`config.mk`:
```
export PLATFORM = sky130hd
export DESIGN_NAME = ctrl_sequencer
export DESIGN_NICKNAME = d
export VERILOG_FILES = /design/src/rtl/ctrl_sequencer.sv
export SDC_FILE = /design/constraint.sdc
export NUM_CORES = 1
export LEC_CHECK = 0
export ABC_AREA = 1
export CAP_MARGIN = 40
export CORE_MARGIN = 2
export CORE_UTILIZATION = 51
export DETAILED_ROUTE_END_ITERATION = 12
export GPL_ROUTABILITY_DRIVEN = 0
export PLACE_DENSITY = 0.79
export REMOVE_ABC_BUFFERS = 1
export SETUP_SLACK_MARGIN = 0.02
export SLEW_MARGIN = 20
export SYNTH_ARGS = -nofsm -noshare
export SYNTH_HDL_FRONTEND = slang
export SYNTH_SLANG_ARGS = --single-unit
```
`constraint.sdc`:
```
create_clock -name clk -period 2.44 [get_ports clk]
set_clock_uncertainty 0.1 [all_clocks]
set_input_delay 0.488 -clock clk [delete_from_list [all_inputs] [get_ports clk]]
set_output_delay 0.488 -clock clk [all_outputs]
set_load 0.1 [all_outputs]
```
`src/rtl/ctrl_sequencer.sv`:
```
// Hardwired control sequencer for the bus-based CPU datapath: fetch, decode and
// per-class execute steps with memory handshake, branch condition and run/halt control.
module ctrl_sequencer #(
   parameter int OPCODE_W      = 5,
   parameter int MEM_HANDSHAKE = 1,
   parameter int STEP_W        = 4
) (
   input  logic                clk,
   input  logic                clr,
   input  logic                run,
   input  logic [OPCODE_W-1:0] opcode,
   input  logic                con_ff,
   input  logic                mem_ready,
   output logic                PCout,
   output logic                MARin,
   output logic                IncPC,
   output logic                PCin,
   output logic                Read,
   output logic                Write,
   output logic                MDRin,
   output logic                MDRout,
   output logic                IRin,
   output logic                Gra,
   output logic                Grb,
   output logic                Grc,
   output logic                Rin,
   output logic                Rout,
   output logic                BAout,
   output logic                Yin,
   output logic                Cout,
   output logic                ZLowIn,
   output logic                ZHighIn,
   output logic                ZLowout,
   output logic                CONin,
   output logic [STEP_W-1:0]   step,
   output logic                halted,
   output logic                illegal
);

   typedef enum logic [3:0] {
      S_IDLE = 4'd0,
      S_T0   = 4'd1,
      S_T1   = 4'd2,
      S_T2   = 4'd3,
      S_T3   = 4'd4,
      S_T4   = 4'd5,
      S_T5   = 4'd6,
      S_T6   = 4'd7,
      S_T7   = 4'd8,
      S_T8   = 4'd9,
      S_HALT = 4'd10
   } state_t;

   typedef enum logic [2:0] {
      C_LD   = 3'd0,
      C_ST   = 3'd1,
      C_ALU  = 3'd2,
      C_IMM  = 3'd3,
      C_BR   = 3'd4,
      C_NOP  = 3'd5,
      C_HALT = 3'd6,
      C_ILL  = 3'd7
   } cls_t;

   typedef struct packed {
      logic pc_out;
      logic mar_in;
      logic inc_pc;
      logic pc_in;
      logic read;
      logic write;
      logic mdr_in;
      logic mdr_out;
      logic ir_in;
      logic gra;
      logic grb;
      logic grc;
      logic r_in;
      logic r_out;
      logic ba_out;
      logic y_in;
      logic c_out;
      logic zlow_in;
      logic zhigh_in;
      logic zlow_out;
      logic con_in;
      logic illegal;
      logic halted;
      logic br_t7;
   } strobe_t;

   function automatic cls_t classify(input logic [OPCODE_W-1:0] op);
      logic [31:0] v;
      cls_t        c;
      v = 32'(op);
      if (v == 32'd0) begin
         c = C_LD;
      end else if (v == 32'd2) begin
         c = C_ST;
      end else if (v >= 32'd3 && v <= 32'd11) begin
         c = C_ALU;
      end else if (v >= 32'd12 && v <= 32'd14) begin
         c = C_IMM;
      end else if (v == 32'd18) begin
         c = C_BR;
      end else if (v == 32'd26) begin
         c = C_NOP;
      end else if (v == 32'd27) begin
         c = C_HALT;
      end else begin
         c = C_ILL;
      end
      return c;
   endfunction

   function automatic logic [STEP_W-1:0] step_of(input state_t s);
      logic [STEP_W-1:0] r;
      case (s)
         S_T0:    r = STEP_W'(4'd0);
         S_T1:    r = STEP_W'(4'd1);
         S_T2:    r = STEP_W'(4'd2);
         S_T3:    r = STEP_W'(4'd3);
         S_T4:    r = STEP_W'(4'd4);
         S_T5:    r = STEP_W'(4'd5);
         S_T6:    r = STEP_W'(4'd6);
         S_T7:    r = STEP_W'(4'd7);
         S_T8:    r = STEP_W'(4'd8);
         S_HALT:  r = {STEP_W{1'b1}};
         default: r = {STEP_W{1'b0}};
      endcase
      return r;
   endfunction

   // Moore strobe decode; the branch T7 PC load is only flagged here and gated by con_ff later.
   function automatic strobe_t decode(input state_t s, input cls_t c);
      strobe_t d;
      d = '0;
      case (s)
         S_T0: begin
            d.pc_out  = 1'b1;
            d.mar_in  = 1'b1;
            d.inc_pc  = 1'b1;
            d.zlow_in = 1'b1;
         end
         S_T1: begin
            d.zlow_out = 1'b1;
            d.pc_in    = 1'b1;
         end
         S_T2: begin
            d.read   = 1'b1;
            d.mdr_in = 1'b1;
         end
         S_T3: begin
            d.mdr_out = 1'b1;
            d.ir_in   = 1'b1;
         end
         S_T4: begin
            case (c)
               C_LD, C_ST: begin
                  d.grb    = 1'b1;
                  d.ba_out = 1'b1;
                  d.y_in   = 1'b1;
               end
               C_ALU, C_IMM: begin
                  d.grb   = 1'b1;
                  d.r_out = 1'b1;
                  d.y_in  = 1'b1;
               end
               C_BR: begin
                  d.gra    = 1'b1;
                  d.r_out  = 1'b1;
                  d.con_in = 1'b1;
               end
               C_ILL:   d.illegal = 1'b1;
               default: d = '0;
            endcase
         end
         S_T5: begin
            case (c)
               C_LD, C_ST: begin
                  d.c_out   = 1'b1;
                  d.zlow_in = 1'b1;
               end
               C_ALU: begin
                  d.grc      = 1'b1;
                  d.r_out    = 1'b1;
                  d.zlow_in  = 1'b1;
                  d.zhigh_in = 1'b1;
               end
               C_IMM: begin
                  d.c_out    = 1'b1;
                  d.zlow_in  = 1'b1;
                  d.zhigh_in = 1'b1;
               end
               C_BR: begin
                  d.pc_out = 1'b1;
                  d.y_in   = 1'b1;
               end
               default: d = '0;
            endcase
         end
         S_T6: begin
            case (c)
               C_LD, C_ST: begin
                  d.zlow_out = 1'b1;
                  d.mar_in   = 1'b1;
               end
               C_ALU, C_IMM: begin
                  d.zlow_out = 1'b1;
                  d.gra      = 1'b1;
                  d.r_in     = 1'b1;
               end
               C_BR: begin
                  d.c_out   = 1'b1;
                  d.zlow_in = 1'b1;
               end
               default: d = '0;
            endcase
         end
         S_T7: begin
            case (c)
               C_LD: begin
                  d.read   = 1'b1;
                  d.mdr_in = 1'b1;
               end
               C_ST: begin
                  d.gra    = 1'b1;
                  d.r_out  = 1'b1;
                  d.mdr_in = 1'b1;
               end
               C_BR:    d.br_t7 = 1'b1;
               default: d = '0;
            endcase
         end
         S_T8: begin
            case (c)
               C_LD: begin
                  d.mdr_out = 1'b1;
                  d.gra     = 1'b1;
                  d.r_in    = 1'b1;
               end
               C_ST:    d.write = 1'b1;
               default: d = '0;
            endcase
         end
         S_HALT:  d.halted = 1'b1;
         default: d = '0;
      endcase
      return d;
   endfunction

   state_t            state_r;
   state_t            state_nx;
   cls_t              cls_r;
   cls_t              cls_nx;
   logic              stop_r;
   logic              stop_nx;
   strobe_t           strb_r;
   logic [STEP_W-1:0] step_r;
   state_t            fin_s;
   logic              hold_s;

   // An instruction ends in IDLE if run was low at its T0 or is low at its final step.
   assign fin_s  = (stop_r || !run) ? S_IDLE : S_T0;
   assign hold_s = (MEM_HANDSHAKE != 0) && !mem_ready;

   // Next-state, class latch and stop-request logic.
   always_comb begin
      state_nx = state_r;
      cls_nx   = cls_r;
      stop_nx  = stop_r;
      case (state_r)
         S_IDLE: begin
            if (run) begin
               state_nx = S_T0;
            end else begin
               state_nx = S_IDLE;
            end
         end
         S_T0: begin
            state_nx = S_T1;
            stop_nx  = !run;
         end
         S_T1: state_nx = S_T2;
         S_T2: begin
            if (hold_s) begin
               state_nx = S_T2;
            end else begin
               state_nx = S_T3;
            end
         end
         S_T3: begin
            state_nx = S_T4;
            cls_nx   = classify(opcode);
         end
         S_T4: begin
            case (cls_r)
               C_HALT:       state_nx = S_HALT;
               C_NOP, C_ILL: state_nx = fin_s;
               default:      state_nx = S_T5;
            endcase
         end
         S_T5: state_nx = S_T6;
         S_T6: begin
            if (cls_r == C_ALU || cls_r == C_IMM) begin
               state_nx = fin_s;
            end else begin
               state_nx = S_T7;
            end
         end
         S_T7: begin
            case (cls_r)
               C_LD:    state_nx = hold_s ? S_T7 : S_T8;
               C_ST:    state_nx = S_T8;
               default: state_nx = fin_s;
            endcase
         end
         S_T8: begin
            if (cls_r == C_ST && hold_s) begin
               state_nx = S_T8;
            end else begin
               state_nx = fin_s;
            end
         end
         S_HALT:  state_nx = S_HALT;
         default: state_nx = S_IDLE;
      endcase
   end

   // State and registered strobes, all cleared asynchronously by clr.
   always_ff @(posedge clk or negedge clr) begin
      if (!clr) begin
         state_r <= S_IDLE;
         cls_r   <= C_NOP;
         stop_r  <= 1'b0;
         strb_r  <= '0;
         step_r  <= {STEP_W{1'b0}};
      end else begin
         state_r <= state_nx;
         cls_r   <= cls_nx;
         stop_r  <= stop_nx;
         strb_r  <= decode(state_nx, cls_nx);
         step_r  <= step_of(state_nx);
      end
   end

   assign PCout   = strb_r.pc_out;
   assign MARin   = strb_r.mar_in;
   assign IncPC   = strb_r.inc_pc;
   assign PCin    = strb_r.pc_in | (strb_r.br_t7 & con_ff);
   assign Read    = strb_r.read;
   assign Write   = strb_r.write;
   assign MDRin   = strb_r.mdr_in;
   assign MDRout  = strb_r.mdr_out;
   assign IRin    = strb_r.ir_in;
   assign Gra     = strb_r.gra;
   assign Grb     = strb_r.grb;
   assign Grc     = strb_r.grc;
   assign Rin     = strb_r.r_in;
   assign Rout    = strb_r.r_out;
   assign BAout   = strb_r.ba_out;
   assign Yin     = strb_r.y_in;
   assign Cout    = strb_r.c_out;
   assign ZLowIn  = strb_r.zlow_in;
   assign ZHighIn = strb_r.zhigh_in;
   assign ZLowout = strb_r.zlow_out | (strb_r.br_t7 & con_ff);
   assign CONin   = strb_r.con_in;
   assign step    = step_r;
   assign halted  = strb_r.halted;
   assign illegal = strb_r.illegal;

endmodule

```
==> out/summary.json <==
{
  "run_status": "finished, final reports clean",
  "grt_antenna_before_repair": 0,
  "grt_max_degree": 37,
  "ctsHoldBuffers": 0,
  "powerDensity_nw_per_um2": 1502,
  "ff_latch_count_synth": 36,
  "fp-row-count": 22,
  "initialDrtViolationCount": 80,
  "post_route_ant_nets": 0,
  "start_util_pct": 51.98,
  "maximum_clock_path_buffer_count": 2,
  "setup_ws_ps": 172.5,
  "clkTransAtPathRegs_ps": 70,
  "layoutNonFillerInstCount": 327,
  "dp_cells": 318,
  "slew_headroom_pct": 71.18,
  "criticalPathCategory": "reg -> reg",
  "cp.arrival_ps": 2350,
  "core-area_um2": 3606,
  "timing_hold_violations_final": 0,
  "clock_sinks": 36,
  "cts_tree": "yes",
  "drcViolationCount": 0,
  "synth.largest_area_cell": "sky130_fd_sc_hd__dfrtp_1",
  "ys_top_cells_by_count": "48 x sky130_fd_sc_hd__nand2_1, 34 x sky130_fd_sc_hd__dfrtp_1, 34 x sky130_fd_sc_hd__inv_1, 23 x sky130_fd_sc_hd__nor2_1, 12 x sky130_fd_sc_hd__nand3_1",
  "first_global_vias": 1445,
  "grt_setup_unrepaired": "false",
  "fmaxAchievable_mhz": 441.0,
  "drive_above_1_share_pct": 32.62,
  "drt-vias-per-instance": 4.789,
  "number_of_setup_violations_in_the_final_report": 0,
  "synth.top_cells.by_area": "sky130_fd_sc_hd__dfrtp_1 45%, sky130_fd_sc_hd__nand2_1 9.6%, sky130_fd_sc_hd__inv_1 6.8%",
  "numCtsBuffers": 5,
  "type_of_destination_of_the_critical_path": "flip-flop",
  "clk_latency_ps": 290,
  "synth_ff_type": "sky130_fd_sc_hd__dfrtp_1",
  "io-pin-count": 37,
  "timing.hold.ws_ps": 470.0,
  "clock_tree.root_cell": "sky130_fd_sc_hd__clkbuf_8",
  "multi_input_area_um2": 838.3,
  "first_pass_grt_wire_length_mm": 6.458,
  "n_fill_cell": 282,
  "synth.top_cell.area_share_pct": 45.39,
  "synth_enable_flop_cells": 0,
  "pre_cts_slack_ps": -220.0,
  "critical_path.startpoint_type": "flip-flop",
  "ir_drop_v": 0.0006197,
  "antenna_cells_inserted": 0,
  "drv.max_cap_violation_count": 0,
  "vias": 1566,
  "floorplan.die.height_um": 64.62,
  "synthToLayoutAreaGrowth_pct": 31.44,
  "layout.nets": 293,
  "synth-seq-area-share_pct": 48.20,
  "worst-slew-pin-transition_ps": 432.2,
  "count_of_input_and_output_buffers": 36,
  "final.period_utilization_pct": 92.93,
  "synth-async-reset-ratio_pct": 100.0,
  "floorplan.die_area_um2": 4176,
  "detailed_place_hpwl_mm": 2.896,
  "drt-pass1-iter-count": 4,
  "wl_mm": 3.765,
  "leakagePower_nw": 1.355,
  "synth_cell_type_count": 29,
  "yosys.cell_count.top_type": "sky130_fd_sc_hd__nand2_1",
  "grtUsageTotal_pct": 20.30,
  "ctsHtreeMaxLevel": 2,
  "grt-ovfl-total": 0,
  "min_path_type": "reg -> reg",
  "crit_path_max_fanout": 5,
  "floorplan.die.width_um": 64.62,
  "synthesis.area_per_instance_um2": 8.405,
  "mappedNetlistArea_um2": 1874,
  "netlist_instances": 223,
  "finalCriticalPeriod_ps": 2268,
  "drv_slew": 0,
  "routedWlPerCell_um": 11.51,
  "synth_warnings": 0,
  "critPathRequiredTime_ps": 2520,
  "area.sequential_um2": 903.4
}
## through the flow
stage | instance area (um^2) | power [mW] | utilization (%) | setup TNS (ps)
6_report | 2464 | 3.701 | 68.32 | 0
5_1_grt | 2464 | 3.937 | 68.32 | 0
4_1_cts | 2429 | 3.608 | 67.35 | 0
3_5_place_dp | 2335 | 3.162 | 64.75 | -2443
3_3_place_gp | 2335 | 3.143 | 64.75 | -1448
2_1_floorplan | 1874 | 2.552 | - | -169.0
## where the power goes
| group | switching [mW] | total (mW) | internal (mW) |
|---|---|---|---|
| Combinational | 1.64 | 2.37 | 0.727 |
| Sequential | 0.117 | 0.901 | 0.784 |
| Clock | 0.204 | 0.433 | 0.229 |
| Total | 1.96 | 3.70 | 1.74 |
## routing by layer
layer / track usage [%] / routed length, um / up-vias
met5: 0 / 0 / -
met4: 7.447 / 54 / 0
met3: 5.382 / 180 / 7
met2: 31.51 / 1780 / 47
met1: 27.45 / 1750 / 709
li1: - / - / 803
## cells in the final DEF, fill, tap and decap left out, types with 6 or more instances in the layout
cell and count:
sky130_fd_sc_hd__nand2_1 47, sky130_fd_sc_hd__buf_4 37, sky130_fd_sc_hd__dfrtp_1 34, sky130_fd_sc_hd__inv_1 32
sky130_fd_sc_hd__nor2_1 20, sky130_fd_sc_hd__nand3_1 12, sky130_fd_sc_hd__nand2_2 10, sky130_fd_sc_hd__inv_2 10
sky130_fd_sc_hd__nor2_2 8, sky130_fd_sc_hd__clkdlybuf4s50_1 8, sky130_fd_sc_hd__nand4_1 7, sky130_fd_sc_hd__clkbuf_8 6
## repair_timing
item / CTS / global route
resized for setup: 0 / 11
setup buffers: 0 / 1
endpoints found under the setup margin: 0 / 10
## final timing paths
check                      slack, ps        to  startpoint  cells after the start
hold / removal                   470    stop_r      stop_r                      2
max in group asynchronous       1400  cls_r[2]         clr                      2
setup reg to reg                 170       Gra    cls_r[2]                     17
hold reg to reg                  470    stop_r      stop_r                      2
min in group asynchronous        510       Yin         clr                      2
setup / recovery                 170       Gra    cls_r[2]                     17
## final cells by class
type | count | area share, %
Sequential cell | 36 | 36.67
Multi-Input combinational cell | 145 | 34.03
Timing Repair Buffer | 48 | 16.66
Inverter | 42 | 6.399
Clock buffer | 7 | 3.504
Tap cell | 48 | 2.438
Clock inverter | 1 | 0.3047
## flip-flops by register name, summed over array words and instances (netlist names), 3 cells and up
name     count
step         4
state_r      4
strb_r       3
cls_r        3
## critical path: stages, from the launching register on
cell and delay [ps]:
sky130_fd_sc_hd__dfstp_2 560, sky130_fd_sc_hd__inv_1 100, sky130_fd_sc_hd__nand2_1 120, sky130_fd_sc_hd__nor2_2 50, sky130_fd_sc_hd__inv_1 40, sky130_fd_sc_hd__a21boi_0 70, sky130_fd_sc_hd__nor3_1 240, sky130_fd_sc_hd__and2_4 210
sky130_fd_sc_hd__inv_2 60, sky130_fd_sc_hd__ha_4 160, sky130_fd_sc_hd__nand2_2 60, sky130_fd_sc_hd__inv_2 50, sky130_fd_sc_hd__nand2_2 60, sky130_fd_sc_hd__inv_1 40, sky130_fd_sc_hd__nand2_1 70, sky130_fd_sc_hd__nand2_1 60
sky130_fd_sc_hd__inv_1 60, sky130_fd_sc_hd__nand2_1 50
## cell families after synthesis
group	share of synthesized area [%]
DFF	48.20
and+or+nand+nor	33.84
adders and majority gates	3.338
buffers and inverters	8.411
AOI/OAI and AO/OA	6.208
Note: power is estimated with default switching activity, not from simulation.
